**src/rtl/processor_pipe_if.sv**
```systemverilog
// Instruction-in / result-out handshake bundle for processor_pipe.
// master = sequencer/sink side, slave = the core.
interface processor_pipe_if #(
  parameter int unsigned XLEN = 32
);
  localparam int unsigned ILEN = 32;
  localparam int unsigned AW   = 5;

  logic            instr_valid;
  logic            instr_ready;
  logic [ILEN-1:0] instruction;
  logic            result_valid;
  logic            result_ready;
  logic [XLEN-1:0] result;
  logic [AW-1:0]   result_rd;

  modport master (
    output instr_valid, instruction, result_ready,
    input  instr_ready, result_valid, result, result_rd
  );

  modport slave (
    input  instr_valid, instruction, result_ready,
    output instr_ready, result_valid, result, result_rd
  );
endinterface

```
**src/rtl/processor_pipe.sv**
```systemverilog
// Two-stage (decode/execute -> result) ALU core with an NREGS x XLEN register file.
// Optional condition flags (flag_z/n/c/v) are built when PROC_FLAGS_EN is defined.
module processor_pipe #(
  parameter int unsigned XLEN  = 32,
  parameter int unsigned NREGS = 32,
  parameter int unsigned AW    = 5
) (
  input  logic            clk,
  input  logic            reset,
  processor_pipe_if.slave bus,
  input  logic [AW-1:0]   dbg_addr,
  output logic [XLEN-1:0] dbg_data
`ifdef PROC_FLAGS_EN
  ,
  output logic            flag_z,
  output logic            flag_n,
  output logic            flag_c,
  output logic            flag_v
`endif
);

  localparam int unsigned OPW   = 6;
  localparam int unsigned IMMW  = 16;
  localparam int unsigned SHW   = $clog2(XLEN);
  localparam int unsigned DEPTH = 2 ** AW;
  localparam int unsigned AWP   = AW + 1;

  typedef enum logic [OPW-1:0] {
    OP_ADD  = 6'd0,
    OP_SUB  = 6'd1,
    OP_AND  = 6'd2,
    OP_OR   = 6'd3,
    OP_XOR  = 6'd4,
    OP_SLL  = 6'd5,
    OP_ADDI = 6'd6
  } op_e;

  // rs2 lives in imm[15:11]; the two fields overlap by design
  typedef struct packed {
    logic [OPW-1:0]  opcode;
    logic [AW-1:0]   rd;
    logic [AW-1:0]   rs1;
    logic [IMMW-1:0] imm;
  } instr_t;

  // ------------------------------------------------------------------
  // State
  // ------------------------------------------------------------------
  logic [XLEN-1:0] regs [DEPTH];
  instr_t          s1;
  logic            s1_valid;
  logic            res_valid;
  logic [XLEN-1:0] res;
  logic [AW-1:0]   res_rd;

  // ------------------------------------------------------------------
  // Handshake / control
  // ------------------------------------------------------------------
  logic            s1_advance;
  logic            accept;
  logic            is_alu;
  op_e             op;
  logic [AW-1:0]   rs2;

  function automatic logic in_range(input logic [AW-1:0] idx);
    return {1'b0, idx} < AWP'(NREGS);
  endfunction

  assign s1_advance      = s1_valid & (~res_valid | bus.result_ready);
  assign bus.instr_ready = ~reset & (~s1_valid | s1_advance);
  assign accept          = bus.instr_valid & bus.instr_ready;

  assign op     = op_e'(s1.opcode);
  assign is_alu = (s1.opcode <= OPW'(OP_ADDI));
  assign rs2    = s1.imm[IMMW-1 -: AW];

  assign bus.result_valid = res_valid;
  assign bus.result       = res;
  assign bus.result_rd    = res_rd;

  // ------------------------------------------------------------------
  // Operand read: r0 and out-of-range indices read as zero
  // ------------------------------------------------------------------
  logic [XLEN-1:0] rs1_val;
  logic [XLEN-1:0] rs2_val;
  logic [XLEN-1:0] imm_ext;

  always_comb begin
    rs1_val = '0;
    rs2_val = '0;
    if ((s1.rs1 != '0) && in_range(s1.rs1)) rs1_val = regs[s1.rs1];
    if ((rs2 != '0) && in_range(rs2))       rs2_val = regs[rs2];
  end

  always_comb begin
    dbg_data = '0;
    if ((dbg_addr != '0) && in_range(dbg_addr)) dbg_data = regs[dbg_addr];
  end

  assign imm_ext = XLEN'($signed(s1.imm));

  // ------------------------------------------------------------------
  // ALU (all arithmetic wraps modulo 2^XLEN)
  // ------------------------------------------------------------------
  logic [XLEN-1:0] alu;

  always_comb begin
    alu = '0;
    case (op)
      OP_ADD:  alu = rs1_val + rs2_val;
      OP_SUB:  alu = rs1_val - rs2_val;
      OP_AND:  alu = rs1_val & rs2_val;
      OP_OR:   alu = rs1_val | rs2_val;
      OP_XOR:  alu = rs1_val ^ rs2_val;
      OP_SLL:  alu = rs1_val << rs2_val[SHW-1:0];
      OP_ADDI: alu = rs1_val + imm_ext;
      default: alu = '0;
    endcase
  end

`ifdef PROC_FLAGS_EN
  // ------------------------------------------------------------------
  // Condition flags: carry derived from wrap-around, overflow from sign rules
  // ------------------------------------------------------------------
  localparam int unsigned FW = 4;

  logic [XLEN-1:0] opb;
  logic            fz;
  logic            fn;
  logic            fc;
  logic            fv;
  logic [FW-1:0]   flags_q;

  always_comb begin
    fz  = (alu == '0);
    fn  = alu[XLEN-1];
    fc  = 1'b0;
    fv  = 1'b0;
    opb = (op == OP_ADDI) ? imm_ext : rs2_val;
    case (op)
      OP_ADD, OP_ADDI: begin
        fc = (alu < rs1_val);
        fv = (rs1_val[XLEN-1] == opb[XLEN-1]) && (alu[XLEN-1] != rs1_val[XLEN-1]);
      end
      OP_SUB: begin
        fc = (rs1_val >= rs2_val);
        fv = (rs1_val[XLEN-1] != rs2_val[XLEN-1]) && (alu[XLEN-1] != rs1_val[XLEN-1]);
      end
      default: begin
        fc = 1'b0;
        fv = 1'b0;
      end
    endcase
  end

  always_ff @(posedge clk) begin
    if (reset) begin
      flags_q <= '0;
    end else if (s1_advance && is_alu) begin
      flags_q <= {fz, fn, fc, fv};
    end
  end

  assign flag_z = flags_q[3];
  assign flag_n = flags_q[2];
  assign flag_c = flags_q[1];
  assign flag_v = flags_q[0];
`endif

  // ------------------------------------------------------------------
  // S1 capture: refills on the same edge it drains
  // ------------------------------------------------------------------
  always_ff @(posedge clk) begin
    if (reset) begin
      s1_valid <= 1'b0;
      s1       <= '0;
    end else if (accept) begin
      s1_valid <= 1'b1;
      s1       <= instr_t'(bus.instruction);
    end else if (s1_advance) begin
      s1_valid <= 1'b0;
    end
  end

  // ------------------------------------------------------------------
  // S2 result register; NOPs drain S1 without producing a beat
  // ------------------------------------------------------------------
  always_ff @(posedge clk) begin
    if (reset) begin
      res_valid <= 1'b0;
      res       <= '0;
      res_rd    <= '0;
    end else if (s1_advance) begin
      res_valid <= is_alu;
      if (is_alu) begin
        res    <= alu;
        res_rd <= s1.rd;
      end
    end else if (bus.result_ready) begin
      res_valid <= 1'b0;
    end
  end

  // Register file write-back shares the S2 load edge; r0/out-of-range dropped
  always_ff @(posedge clk) begin
    if (reset) begin
      for (int i = 0; i < DEPTH; i++) regs[i] <= '0;
    end else if (s1_advance && is_alu && (s1.rd != '0) && in_range(s1.rd)) begin
      regs[s1.rd] <= alu;
    end
  end

endmodule
```
**src/flat_wrapper.sv**
```systemverilog
// flat-port wrapper written by rule: the top's interface ports become plain ports
module processor_pipe_flat 
#(
  parameter int unsigned XLEN  = 32,
  parameter int unsigned NREGS = 32,
  parameter int unsigned AW    = 5
)
  (clk, reset, dbg_addr, dbg_data, bus_instr_valid, bus_instruction, bus_result_ready, bus_instr_ready, bus_result_valid, bus_result, bus_result_rd);
  processor_pipe_if #(.XLEN(XLEN)) bus_i ();
  input  logic clk;
  input  logic reset;
  input  logic [AW-1:0] dbg_addr;
  output logic [XLEN-1:0] dbg_data;
  input wire logic [$bits(bus_i.instr_valid)-1:0] bus_instr_valid;
  input wire logic [$bits(bus_i.instruction)-1:0] bus_instruction;
  input wire logic [$bits(bus_i.result_ready)-1:0] bus_result_ready;
  output wire logic [$bits(bus_i.instr_ready)-1:0] bus_instr_ready;
  output wire logic [$bits(bus_i.result_valid)-1:0] bus_result_valid;
  output wire logic [$bits(bus_i.result)-1:0] bus_result;
  output wire logic [$bits(bus_i.result_rd)-1:0] bus_result_rd;
  assign bus_i.instr_valid = bus_instr_valid;
  assign bus_i.instruction = bus_instruction;
  assign bus_i.result_ready = bus_result_ready;
  assign bus_instr_ready = bus_i.instr_ready;
  assign bus_result_valid = bus_i.result_valid;
  assign bus_result = bus_i.result;
  assign bus_result_rd = bus_i.result_rd;
  processor_pipe #(.XLEN(XLEN), .NREGS(NREGS), .AW(AW)) u_core (.clk(clk), .reset(reset), .bus(bus_i), .dbg_addr(dbg_addr), .dbg_data(dbg_data));
endmodule
```
**config.mk**
```make
export PLATFORM = sky130hd
export DESIGN_NAME = processor_pipe_flat
export DESIGN_NICKNAME = d
export VERILOG_FILES = /design/src/rtl/processor_pipe_if.sv /design/src/rtl/processor_pipe.sv /design/src/flat_wrapper.sv
export SDC_FILE = /design/constraint.sdc
export NUM_CORES = 2
export LEC_CHECK = 0
export CELL_PAD_IN_SITES_DETAIL_PLACEMENT = 0
export CELL_PAD_IN_SITES_GLOBAL_PLACEMENT = 2
export CORE_MARGIN = 2
export CORE_UTILIZATION = 42
export DETAILED_ROUTE_END_ITERATION = 12
export HOLD_SLACK_MARGIN = 0.1
export PLACE_DENSITY_LB_ADDON = 0.1
export SYNTH_ARGS = -nofsm -noshare
export SYNTH_HDL_FRONTEND = slang
export SYNTH_SLANG_ARGS = --single-unit
```
**constraint.sdc**
```tcl
create_clock -name clk -period 7.15 [get_ports clk]
set_input_delay 1.0725 -clock clk [delete_from_list [all_inputs] [get_ports clk]]
set_output_delay 1.0725 -clock clk [all_outputs]
set_load 0.01 [all_outputs]
```
# Yosys cells after proc, flatten, opt, wreduce, memory -nomap -nowiden
# Memory sizes are Yosys's and may differ from the RTL's. A register that Yosys moved wholly into a read port is not among the register bits.
# Index checks and enable logic that the tools add are counted.
# totals
reg_bits	71
ram_bits	1024
in_bits	41
out_inout_bits	71
wordCells	62
mem_count	1
# memory_table
name	words	word_bits	rd	rd_ports_with_merged_regs	write_ports	line_no	rtl
u_core.regs	32	32	3	2	32	processor_pipe.sv:49	logic [XLEN-1:0] regs [DEPTH];
# op_classes
n_addsub	3
n_lt_le_gt_ge	1
n_eq_ne	6
shift	1
n_mux	20
n_bitwise	11
reduce_logical	11
# ops
cell	n
$pmux W32 S7	1
$mux W32	4
$add A32 B32 Y32	2
$and A32 B32 Y32	1
$or A32 B32 Y32	1
$reduce_or A32 Y1	1
$shl A32 B5 Y32	1
$sub A32 B32 Y32	1
$xor A32 B32 Y32	1
$mux W5	5
$reduce_bool A5 Y1	4
$eq A6 B3 Y1 const B	3
$eq A6 B2 Y1 const B	2
$mux W1	10
$eq A6 B1 Y1 const B	1
$le A6 B3 Y1 const B	1
$logic_not A6 Y1	1
$reduce_bool A2 Y1	2
$and A1 B1 Y1	3
$not A1 Y1	3
$logic_and A1 B1 Y1	2
$or A1 B1 Y1	2
$reduce_and A2 Y1	1

# Longest topological paths before layout
# depth
word_depth	10
mapped_depth	31
ltp_nobuf	23

# Least setup slack after synthesis
# Ideal clock, no wire load.
# synth_path
path_kind	register to register
startpoint	register with a tool-made name
endpoint	memory u_core.regs[7][27], data pin
setup_ps	266
arrival_ps	6699
required_ps	6884
slack_ps	185
path_stages_with_launch	28
n_path_buf	6
synth_period_minus_slack_ps	6965
path_cell_list	dfxtp_1 buf_1 buf_2 mux4_2 mux2i_1 mux2i_1 o211ai_1 buf_2 buf_2 ha_1 nand4_1 or3_1 xnor2_1 o21ai_0 ha_1 clkbuf_1 a2111oi_0 o21ai_0 a221oi_1 o31ai_1 a311oi_1 o21ai_0 nor2_1 xor2_1 nor2_1 a211oi_1 clkbuf_1 nor2_1
# synth_lines
item	line_no
end, declared	processor_pipe.sv:49

==> impl_metrics.tcl <==
set metrics [dict create \
    period_share_pct 97.8 \
    setup_ws_ns 0.155 \
    critPathMaxStageDelay_ns 0.55 \
    violations "max-capacitance violations" \
    htree_levels 4 \
    cts_tree "done" \
    slew_headroom_pct 0.942 \
    synth_cell_types 93 \
    rrSetupSlack_ns 0.15 \
    area_growth_pct 14.5 \
    die-width_um 410 \
    startpoint_type "register" \
    ant_nets 0 \
    fill_cells 14187 \
    worst_pin_slew_ns 1.48 \
    placedInstanceArea_sq_um 74300 \
    grt_pass1_vias 49754 \
    via_per_inst 6.95 \
    synth_ff_type "edfxtp_1" \
    slew_violations 0 \
    p_leak_nw 27.3 \
    fp.dieH_um 410 \
    syn_avg_cell_area_sq_um 13.6 \
    hpwl_mm 193 \
    cts_hold_buf 0 \
    slowest_stage "mux4_2" \
    grt_overflow 0 \
    synth_async_sr_flop_share_pct 0 \
    drc_errors 0 \
    grt_max_degree 75 \
    ys_ff_latch 1105 \
    max-cap-violations 1 \
    rows 148 \
    gp_congestion 0.916 \
    drt_first_pass_iters 5 \
    drt_iter0_markers 8348 \
    numCtsBuffers 134 \
    clock-sinks 1105 \
    post-route-cell-area_sq_um 79100 \
    min_to "u_core.bus.result_rd[3]" \
    min_path_type "register to register" \
    cts_root_buf "clkbuf_16" \
    ys_seq_area_share_pct 46.9 \
    ios 112 \
    dp.cells 7200 \
    finalHoldViolCount 0 \
    drt_wl_total_mm 310 \
    core_area_sq_um 163000 \
    nets 5320 \
    grt_usage_pct 36.5 \
    clock_latency_ns 0.81 \
    cpMostUsedCell "buf_4" \
    endpoint_kind "register" \
    post-place-ws_ns -0.192 \
    path_clk_slew_ns 0.06 \
    start_util_pct 42.4 \
    power.density_nw_per_um2 258 \
    syn_area_sq_um 69100 \
    drive_above_1_share_pct 30.2 \
    skew_ns 0.0303 \
    r2r_cells 29 \
    cts_buffer_depth 3 \
    r2r-end "u_core.regs[9][29]" \
    setup_viol 0 \
    routedWlPerCell_um 41.5 \
    die-area_sq_um 168000 \
    fin_util_pct 48.5 \
    synth_enable_flop_cells 1024 \
    worst_ep_required_time_ns 7.66 \
    cp.arrival_ns 7.50 \
    antenna_found_initial 14 \
    peakVddDrop_mv 0.231 \
    outcome "finished, violations left" \
    synthCells 5066 \
    fin_cells 7467 \
    max_freq_ghz 0.143 \
    cp_max_fo 22 \
    whs_path_depth 2 \
    io_buffer_count 111 \
    vias 51877 \
    synth_warnings 0 \
    period_minus_slack_ns 7.00 \
    min_from "u_core.bus.result_rd[3]" \
    path_class "register to register" \
    grt_pass1_wl_mm 420 \
]
[cells in the final DEF (no fill, tap or decap), drive strengths merged, types with 40 or more instances in the layout]
| master | Yosys | layout |
|---|---|---|
| nand3 | 42 | 42 |
| dfxtp | 81 | 81 |
| mux4 | 857 | 857 |
| a22oi | 52 | 52 |
| inv | 78 | 84 |
| mux2i | 238 | 238 |
| edfxtp | 1024 | 1024 |
| buf | 183 | 364 |
| clkdlybuf4s50 | 0 | 105 |
| o21ai | 71 | 71 |
| a211oi | 58 | 58 |
| a21oi | 96 | 96 |
| clkinv | 0 | 49 |
| clkbuf | 335 | 172 |
| nand2b | 40 | 40 |
| nand2 | 250 | 250 |
| nor2 | 1123 | 1123 |
| ha | 93 | 93 |
[metal layers]
metal	up-vias	wire, um	part of all wire [%]	track usage (%)
met2	3828	140000	45	55.8
met3	738	39400	13	11.0
li1	20054	-	-	-
met5	-	92	0.030	0
met1	27243	115000	37	48.4
met4	14	15600	5.0	15.6
[power by group]
| part | total [mW] | internal, mW | switching [mW] |
|---|---|---|---|
| Combinational | 5.85 | 2.15 | 3.70 |
| Sequential | 7.53 | 7.30 | 0.232 |
| Clock | 7.05 | 4.11 | 2.94 |
| Total | 20.4 | 13.6 | 6.87 |
[flip-flops by register name, indices dropped and copies added, names as in the netlist, named ones only]
register / cells
u_core.bus.result: 32
u_core.bus.result_rd: 5
u_core.bus.result_valid: 1
u_core.imm_ext: 16
u_core.op: 6
u_core.regs: 1024
u_core.s1: 10
u_core.s1_valid: 1
[synth_stat cells (28+ instances only)]
cell type / count / area share, %
xnor2_1: 39 / 0.49
a221oi_1: 30 / 0.38
nand2b_1: 40 / 0.36
ha_1: 93 / 1.7
nand3b_1: 38 / 0.41
nor2_1: 1122 / 6.1
nand2_1: 250 / 1.4
mux4_1: 35 / 1.3
inv_1: 75 / 0.41
mux2i_1: 238 / 3.4
buf_1: 58 / 0.32
a211oi_1: 58 / 0.63
buf_2: 70 / 0.51
a22oi_1: 51 / 0.55
a21oi_2: 30 / 0.38
a21oi_1: 66 / 0.48
o221ai_1: 29 / 0.37
nor3_1: 31 / 0.22
nand3_1: 42 / 0.30
clkbuf_1: 330 / 1.8
edfxtp_1: 1024 / 45
dfxtp_1: 81 / 2.3
mux2_2: 28 / 0.46
o21ai_0: 66 / 0.48
mux4_2: 820 / 27
[layout make-up]
type	count	area [sq um]	area share, %
Antenna cell	3	7.51	0.00949
Timing Repair Buffer	472	4530	5.73
Inverter	78	293	0.370
Sequential cell	1105	32400	41.0
Multi-Input combinational cell	3394	34800	43.9
Clock buffer	169	3640	4.60
Tap cell	2175	2720	3.44
Clock inverter	71	753	0.952
[repair_timing]
| item | 4_1_cts | 5_1_grt |
|---|---|---|
| setup endpoints to repair | 121 | 255 |
| pin swaps | 1 | 15 |
| gates resized for setup | 0 | 35 |
| setup buffers | 5 | 16 |
| cloned | 0 | 4 |
[worst max path at each step]
stage / startpoint / end / slack (ns) / depth (start not counted)
after global placement: register / u_core.regs[15][30] / -0.18 / 25
after global routing: register / u_core.regs[9][29] / -0.03 / 28
final: register / u_core.regs[9][29] / 0.15 / 29
after floorplan: register / u_core.regs[7][27] / 0.18 / 27
after CTS: register / u_core.regs[13][30] / 0.005 / 25
after detailed placement: register / u_core.regs[13][30] / -0.19 / 25
[worst max-delay path, delay by kind of cell (launching register included)]
kind                     cells  cell delay (ns)
AND/OR/NAND/NOR              7             1.36
AO/OA/AOI/OAI                8             1.44
buffers and inverters        9             1.65
flip-flops                   1             0.41
multiplexers                 2             1.03
adder cells (fa/ha/maj)      1             0.44
XOR/XNOR                     2             0.32
[kinds of logic (layout without fill, tap and decap cells)]
logic type	count (synthesis)	count (layout)	share of synthesized area, %
AND/OR/NAND/NOR	1607	1607	9.62
other	1	35	0.00543
XOR/XNOR	52	52	0.659
adder cells (fa/ha/maj)	94	94	1.71
buffers and inverters	598	790	4.05
multiplexers	1123	1123	32.0
flip-flops	1105	1105	46.9
AO/OA/AOI/OAI	486	486	5.05
[metrics by stage]
stage	hold slack (ns)	power (mW)	setup TNS [ns]
6_report	0.451	20.4	0
5_1_grt	0.474	21.0	-0.516
4_1_cts	0.456	20.3	0
2_1_floorplan	0.450	10.8	0
3_3_place_gp	0.444	13.3	-9.60
3_5_place_dp	0.448	13.3	-7.72
Power figures use the tool's default switching activity.
